<file path="config.mk">
export PLATFORM = sky130hd
export DESIGN_NAME = uart_tx
export DESIGN_NICKNAME = d
export VERILOG_FILES = /design/src/rtl/uart_tx.sv
export SDC_FILE = /design/constraint.sdc
export NUM_CORES = 1
export LEC_CHECK = 0
export ABC_CLOCK_PERIOD_IN_PS = 4500
export BUFFER_PORTS_ARGS = -buffer_cell sky130_fd_sc_hd__buf_2
export CORE_MARGIN = 2
export CORE_UTILIZATION = 55
export DETAILED_ROUTE_END_ITERATION = 16
export GPL_ROUTABILITY_DRIVEN = 1
export PLACE_DENSITY = 0.75
export SYNTH_ARGS = -nofsm -noshare
export SYNTH_HDL_FRONTEND = slang
export SYNTH_SLANG_ARGS = --single-unit
export TNS_END_PERCENT = 50
</file>
<file path="constraint.sdc">
create_clock -name clock -period 4.5 [get_ports clock]
set_input_delay 0.225 -clock clock [delete_from_list [all_inputs] [get_ports clock]]
set_output_delay 0.225 -clock clock [all_outputs]
set_load 0.01 [all_outputs]
</file>
<file path="src/rtl/uart_tx.sv">
`timescale 1ns/1ps
`default_nettype none
//==============================================================================
// Module      : uart_tx
// Description : Asynchronous serial transmitter. It is driven by the 16x
//               oversampling strobe from the baud generator and sends one
//               frame per load: a start bit, DATA_BITS data bits LSB first,
//               an optional even-parity bit, then STOP_BITS stop bits.
//
// Parameters  : DATA_BITS   data bits per frame (5..8)
//               STOP_BITS   stop bits per frame (1 or 2)
//
// Ports       : clock        global clock, all state updates on its rising edge
//               reset        synchronous active-high reset
//               ce_16        one-clock enable pulse at 16x the baud rate
//               tx_data      word to send, sampled only in the load cycle
//               new_tx_data  one-clock load strobe, ignored while tx_busy=1
//               tx_busy      high from the cycle after load to end of frame
//               ser_out      serial line, idles high
//
// Options     : define UART_TX_PARITY_EN to insert an even-parity bit after
//               the last data bit. When it is undefined the parity state and
//               its logic do not exist.
//
// Revision    : 1.0 - initial release
//==============================================================================
module uart_tx #(
   parameter int DATA_BITS = 8,
   parameter int STOP_BITS = 1
) (
   input  logic                 clock,
   input  logic                 reset,
   input  logic                 ce_16,
   input  logic [DATA_BITS-1:0] tx_data,
   input  logic                 new_tx_data,
   output logic                 tx_busy,
   output logic                 ser_out
);

   // Bit counter is 4 bits so that it can hold DATA_BITS = 8 without wrapping.
   localparam logic [3:0] c_data_bits = 4'(DATA_BITS);
   // Index of the final stop bit; the stop phase reuses the bit counter.
   localparam logic [3:0] c_stop_last = 4'(STOP_BITS - 1);

   typedef enum logic [2:0] {
      S_IDLE   = 3'd0,
      S_WAIT   = 3'd1,
      S_START  = 3'd2,
      S_DATA   = 3'd3,
`ifdef UART_TX_PARITY_EN
      S_PARITY = 3'd4,
`endif
      S_STOP   = 3'd5
   } state_e;

   //---------------------------------------------------------------------------
   // Registered state
   //---------------------------------------------------------------------------
   state_e               r_state;
   logic                 r_ser_out;
   logic                 r_tx_busy;
   logic [DATA_BITS-1:0] r_shift;
   logic [3:0]           r_os_cnt;
   logic [3:0]           r_bit_cnt;
`ifdef UART_TX_PARITY_EN
   logic                 r_parity;
`endif

   //---------------------------------------------------------------------------
   // Next-state values
   //---------------------------------------------------------------------------
   state_e               w_state_nx;
   logic                 w_ser_out_nx;
   logic                 w_tx_busy_nx;
   logic [DATA_BITS-1:0] w_shift_nx;
   logic [3:0]           w_os_cnt_nx;
   logic [3:0]           w_bit_cnt_nx;
`ifdef UART_TX_PARITY_EN
   logic                 w_parity_nx;
`endif

   // One bit time has elapsed when the oversample counter wraps 15 -> 0.
   logic w_bit_done;
   assign w_bit_done = ce_16 && (r_os_cnt == 4'd15);

   // Shift register with zero fill into the vacated top bit.
   logic [DATA_BITS-1:0] w_shift_right;
   assign w_shift_right = {1'b0, r_shift[DATA_BITS-1:1]};

   //---------------------------------------------------------------------------
   // Next-state and output logic
   //---------------------------------------------------------------------------
   always_comb begin
      w_state_nx   = r_state;
      w_ser_out_nx = r_ser_out;
      w_tx_busy_nx = r_tx_busy;
      w_shift_nx   = r_shift;
      w_os_cnt_nx  = r_os_cnt;
      w_bit_cnt_nx = r_bit_cnt;
`ifdef UART_TX_PARITY_EN
      w_parity_nx  = r_parity;
`endif

      // The oversample counter runs only while a bit is on the line; in WAIT
      // it stays at zero so the start bit gets a full 16 pulses after its edge.
      if (ce_16 && (r_state != S_IDLE) && (r_state != S_WAIT)) begin
         w_os_cnt_nx = r_os_cnt + 4'd1;
      end

      case (r_state)
         S_IDLE: begin
            w_ser_out_nx = 1'b1;
            w_tx_busy_nx = 1'b0;
            if (new_tx_data && !r_tx_busy) begin
               w_shift_nx   = tx_data;
               w_os_cnt_nx  = 4'd0;
               w_bit_cnt_nx = 4'd0;
               w_tx_busy_nx = 1'b1;
               w_state_nx   = S_WAIT;
`ifdef UART_TX_PARITY_EN
               // Parity is frozen from the loaded word, so later changes
               // on tx_data cannot disturb the frame in flight.
               w_parity_nx  = ^tx_data;
`endif
            end
         end

         S_WAIT: begin
            // Start edge lands on the ce_16 grid.
            if (ce_16) begin
               w_ser_out_nx = 1'b0;
               w_state_nx   = S_START;
            end
         end

         S_START: begin
            if (w_bit_done) begin
               w_ser_out_nx = r_shift[0];
               w_shift_nx   = w_shift_right;
               w_bit_cnt_nx = 4'd1;
               w_state_nx   = S_DATA;
            end
         end

         S_DATA: begin
            if (w_bit_done) begin
               if (r_bit_cnt < c_data_bits) begin
                  w_ser_out_nx = r_shift[0];
                  w_shift_nx   = w_shift_right;
                  w_bit_cnt_nx = r_bit_cnt + 4'd1;
               end else begin
`ifdef UART_TX_PARITY_EN
                  w_ser_out_nx = r_parity;
                  w_state_nx   = S_PARITY;
`else
                  w_ser_out_nx = 1'b1;
                  w_bit_cnt_nx = 4'd0;
                  w_state_nx   = S_STOP;
`endif
               end
            end
         end

`ifdef UART_TX_PARITY_EN
         S_PARITY: begin
            if (w_bit_done) begin
               w_ser_out_nx = 1'b1;
               w_bit_cnt_nx = 4'd0;
               w_state_nx   = S_STOP;
            end
         end
`endif

         S_STOP: begin
            // Bit counter here counts completed stop bits.
            if (w_bit_done) begin
               if (r_bit_cnt == c_stop_last) begin
                  w_tx_busy_nx = 1'b0;
                  w_bit_cnt_nx = 4'd0;
                  w_state_nx   = S_IDLE;
               end else begin
                  w_bit_cnt_nx = r_bit_cnt + 4'd1;
               end
            end
         end

         default: begin
            w_ser_out_nx = 1'b1;
            w_tx_busy_nx = 1'b0;
            w_os_cnt_nx  = 4'd0;
            w_bit_cnt_nx = 4'd0;
            w_state_nx   = S_IDLE;
         end
      endcase
   end

   //---------------------------------------------------------------------------
   // State register
   //---------------------------------------------------------------------------
   always_ff @(posedge clock) begin
      if (reset) begin
         r_state   <= S_IDLE;
         r_ser_out <= 1'b1;
         r_tx_busy <= 1'b0;
         r_shift   <= '0;
         r_os_cnt  <= 4'd0;
         r_bit_cnt <= 4'd0;
`ifdef UART_TX_PARITY_EN
         r_parity  <= 1'b0;
`endif
      end else begin
         r_state   <= w_state_nx;
         r_ser_out <= w_ser_out_nx;
         r_tx_busy <= w_tx_busy_nx;
         r_shift   <= w_shift_nx;
         r_os_cnt  <= w_os_cnt_nx;
         r_bit_cnt <= w_bit_cnt_nx;
`ifdef UART_TX_PARITY_EN
         r_parity  <= w_parity_nx;
`endif
      end
   end

   assign ser_out = r_ser_out;
   assign tx_busy = r_tx_busy;

endmodule
`default_nettype wire

</file>
# --- Yosys cells after proc, flatten, opt, wreduce, memory -nomap -nowiden ---
# Index checks and enable logic that the tools add are counted.
word_totals:
  reg_bits: 21
  latch_bits: 0
  ramBits: 0
  rom_bits: 0
  inputBits: 12
  output_inout_bits: 2
  wordCells: 74
  memories: 0
classes:
  add_sub_neg: 2
  n_mul: 0
  div: 0
  magnitude_cmp: 1
  eq_ne: 14
  shifts: 0
  muxes: 32
  bitwise_logic: 3
  reduce_logical: 16
op_table:
  columns: ["operator", "count"]
  rows:
  - ["4-bit 2-to-1 mux", 8]
  - ["8-bit 2-to-1 mux", 4]
  - ["8-bit one-hot mux with 3 select lines", 1]
  - ["3-bit 2-to-1 mux", 7]
  - ["4-bit one-hot mux with 5 select lines", 1]
  - ["2-bit != test (second input constant)", 8]
  - ["3-bit one-hot mux with 5 select lines", 1]
  - ["5-bit AND reduction", 2]
  - ["4-bit by 1-bit adder with 4-bit output (second input constant)", 2]
  - ["4-bit one-hot mux with 2 select lines", 1]
  - ["1-bit 2-to-1 mux", 7]
  - ["7-bit AND reduction", 1]
  - ["3-bit by 2-bit equality test with 1-bit output (second input constant)", 2]
  - ["3-bit nonzero test", 2]
  - ["4-bit equality test (second input constant)", 1]
  - ["1-bit logical AND", 4]
  - ["4-bit logical NOT", 1]
  - ["4-bit less-than comparator (second input constant)", 1]
  - ["1-bit one-hot mux with 4 select lines", 1]
  - ["4-bit AND reduction", 1]
  - ["4-bit OR reduction", 1]
  - ["3-bit by 1-bit equality test with 1-bit output (second input constant)", 1]
  - ["3-bit equality test (second input constant)", 1]
  - ["3-bit logical NOT", 1]
  - ["other kinds (6)", 8]

# --- Longest topological paths before layout ---
logic_depth:
  ltp_word: 6
  mapped_depth: 7
  depth_no_buf: 6

# --- Worst setup path after synthesis ---
# Ideal clock, no wire load.
synth_timing:
  kind: "flip-flop to flip-flop"
  from: "register r_os_cnt[0]"
  to: "register r_bit_cnt[0]"
  setup_time_ps: 87
  arrival_ps: 1405
  required_time_ps: 4413
  path_slack_ps: 3008
  path_stages_with_launch: 7
  path_buffers: 1
  cell_sequence: "dfxtp_1 ha_1 and4_1 buf_4 o22a_1 a211o_1 o31ai_1"
synth_via:
  elab_chain_len: 4
  word_cells_on_any_way: 6
  cone_classes: "eq/ne: 4; reduce/logical: 2"
synth_lines:
  columns: ["item", "line", "text"]
  rows:
  - ["start: declaration", "63", "logic [3:0] r_os_cnt;"]
  - ["start signal: assignment", "216", "r_os_cnt <= w_os_cnt_nx;"]
  - ["4-bit equality test (*)", "84", "assign w_bit_done = ce_16 && (r_os_cnt == 4'd15);"]
  - ["1-bit logical AND (*)", "84", null]
  - ["2-bit != test (no line)", null, null]
  - ["5-bit AND reduction (no line) (*)", null, null]
  - ["end signal: assignment", "217", "r_bit_cnt <= w_bit_cnt_nx;"]
  - ["end: declaration", "64", "logic [3:0] r_bit_cnt;"]
# Mark *: on every way between the ends. The rest lies on a longest branch, timed or not.
# A chain may end at the register's enable or synchronous reset.

# --- Worst setup path after layout ---
layout_timing:
  from: "register r_state[2]"
  to: "register r_state[0]"
layout_via:
  elab_chain_len: 3
  word_cells_on_any_way: 14
  cone_classes: "eq/ne: 11; mux: 1; reduce/logical: 2"
layout_lines:
  columns: ["item", "line", "text"]
  rows:
  - ["start: declaration", "59", "state_e r_state;"]
  - ["start signal: assignment", "212", "r_state <= w_state_nx;"]
  - ["3-bit equality test, or another cell as far along", "110", "case (r_state)"]
  - ["2-bit != test (no line)", null, null]
  - ["7-bit AND reduction (no line)", null, null]
# Parallel ways exist; a longest one is shown, timed or not.

==> metrics.csv <==
metric;value;unit
result of the run;finished clean;
critical path launch point type;flop;
net count of the mapped netlist;160;
Switching Fraction;29.6;%
clock root buffer master;sky130_fd_sc_hd__clkbuf_4;
post-layout power;0.383;mW
Slew Viols, Final;0;
overall global routing resource usage;22.8;%
IO Port Bufs;13;
deepest level of the CTS H-tree;1;
design internal power;0.269;mW
ys async rst share;0;%
count of antenna-violating nets left after detailed routing;0;
number of global-route vias before repair;1070;
commonest register cell after synthesis;sky130_fd_sc_hd__dfxtp_1;
initial core utilization;59.5;%
YS warnings;0;
source of the worst register-to-register timing path;r_state[2];
category of the worst setup path capture point;flop;
First DRT Iteration DRCs;21;
Final WS setup;2610;ps
clock latency at the later pin of the worst-skew pair;300;ps
power share of the sequential group;55.2;%
library cell with the largest summed area after synthesis;sky130_fd_sc_hd__dfxtp_1;
Critical Path Start;r_state[2];
fraction of the cycle the final worst path needs;42.0;%
number of distinct library cells after synthesis;50;
PostCTS Resize Cnt;0;
sequential cell area fraction in the yosys report;31.3;%
register-to-register setup slack;2610;ps
max_cap viols;0;
combinational share of power;21.1;%
minimum clock period after layout;1890;ps
Antenna Cells;0;
floorplan die height;53.4;um
Fmax achieved;529;MHz
clock sink count;21;
die extent in x;53.4;um
Hold Crit Class;input port to flop;
largest driver fanout on the critical path;18;
share of the core filled with cells in the final layout;61.7;%
number of enable flip-flop cells after synthesis;0;
Setup violations, final;0;
Crit path arrival time;2130;ps
type of the worst setup path;flop to flop;
drt wl/cell;15.2;um
post-place setup slack;2680;ps
Worst VDD drop;0.000170;V
# Post-CTS Setup Buffers;0;
Seq cells post-synth;21;
Max Clock Skew;5.43;ps
CTS tree;yes;
total standard cell area after synthesis;1340;um^2
Reg clk slew, reported paths;110;ps
required time of the critical path;4740;ps
leading cell types by count after synthesis;sky130_fd_sc_hd__dfxtp_1, sky130_fd_sc_hd__a21oi_1, sky130_fd_sc_hd__mux2i_1, sky130_fd_sc_hd__nor2_1, sky130_fd_sc_hd__nor3_1;
GRT Residual Overflow;0;
ratio of cells with drive above 1 in the final layout;20.7;%
sw power;0.113;mW
Std-Cell Core Area;2250;um^2
syn_area_per_cell;9.31;um^2
pin slew with the least headroom to its limit;639;ps
CTS hold repair buffers;0;
die area;2850;um^2
post-layout net count;167;
global-route wire length before repair;4830;um
area share of the largest cell type after synthesis;31.3;%
clock share of power;23.7;%
largest net degree at the start of global routing;21;
wire length after detailed routing;2710;um
power density over the cells;275;nW/um^2
growth of design area from synthesis to finish;3.73;%
setup repair after global routing missed its margin;false;
deepest clock path buffer count;2;
detailed-placement wirelength estimate;1960;um
antenna violations before repair;0;
CTS Buf Count;3;
final weighted congestion of routability-driven global placement;0.795;
HP Start;tx_data[7];
static leakage;0.540;nW
Row Count;17;
I/O pin count;14;
vias after detailed routing;1093;
most instantiated library cell after synthesis;sky130_fd_sc_hd__dfxtp_1;
Pre-antenna DRT Iters;6;
final total negative setup slack;0;ps
number of hold violations in the final report;0;
instance count of the mapped netlist;144;
Slew Limit Headroom;57.3;%
number of vias per cell;6.14;
remaining routing DRC violations;0;
dominant cells by area after synthesis;sky130_fd_sc_hd__dfxtp_1, sky130_fd_sc_hd__mux2i_1, sky130_fd_sc_hd__a211oi_2;
[per-layer routing]
| metal | up-vias | share of wire, % | global-route usage [%] |
|---|---|---|---|
| met3 | 6 | 3.8 | 3.67 |
| met1 | 501 | 47 | 30.4 |
| met2 | 33 | 48 | 37.0 |
| li1 | 553 | - | - |
| met4 | 0 | 1.5 | 7.26 |
| met5 | - | 0 | 0 |
[logic make-up after synthesis]
| kind of cell | after synthesis | share of synthesized area [%] |
|---|---|---|
| XOR/XNOR | 3 | 1.96 |
| adder cells (fa/ha/maj) | 4 | 3.73 |
| flip-flops | 21 | 31.3 |
| buffers and inverters | 16 | 7.09 |
| multiplexers | 9 | 6.72 |
| AO/OA/AOI/OAI | 46 | 27.5 |
| AND/OR/NAND/NOR | 45 | 21.6 |
[through the flow]
stage          area (um^2)  hold WS (ps)  instances
3_3_place_gp          1370           460        174
5_1_grt               1390           248        178
3_5_place_dp          1370           469        174
2_1_floorplan         1340           406        144
6_report              1390           218        178
4_1_cts               1390           208        178
[cells in the final DEF (no fill, tap or decap), types with 4 or more instances in the layout]
cell	instances
sky130_fd_sc_hd__a211oi_2	7
sky130_fd_sc_hd__a21oi_1	10
sky130_fd_sc_hd__buf_2	13
sky130_fd_sc_hd__dfxtp_1	21
sky130_fd_sc_hd__ha_1	4
sky130_fd_sc_hd__inv_1	5
sky130_fd_sc_hd__mux2i_1	9
sky130_fd_sc_hd__nand2b_1	4
sky130_fd_sc_hd__nor2_1	9
sky130_fd_sc_hd__nor3_1	8
sky130_fd_sc_hd__o22ai_1	4
[state kept, by name (all words and copies together), names as in the netlist]
register / flops
r_shift: 8
r_bit_cnt: 4
r_os_cnt: 4
r_state: 3
ser_out: 1
tx_busy: 1
[power by group through the flow]
stage,logic (mW),clock network [mW],registers [mW]
global placement,0.0784,0,0.215
detailed placement,0.0809,0,0.215
global route,0.0896,0.100,0.213
floorplan,0.0716,0,0.208
CTS,0.0812,0.0946,0.211
finish,0.0809,0.0905,0.211
[critical path: stages (launching register included)]
cell and delay, ps:
sky130_fd_sc_hd__dfxtp_1 720, sky130_fd_sc_hd__nand2b_4 410, sky130_fd_sc_hd__o32ai_2 170, sky130_fd_sc_hd__or3_1 370, sky130_fd_sc_hd__a21oi_1 150
[final cells by class]
cell class	count	area, um^2
fillers	200	863
multi-input cells	107	826
flip-flops and latches	21	420
repair buffers	13	65.1
well taps	28	35.0
clock buffers	4	26.3
inverters	5	18.8
[path summary, 6_finish.rpt]
path,endpoint,cells after the start
setup / recovery,r_state[0],4
hold / removal,r_shift[7],3
setup reg to reg,r_state[0],4
hold reg to reg,r_shift[7],2
No activity file was read; power rests on OpenSTA's default activity.
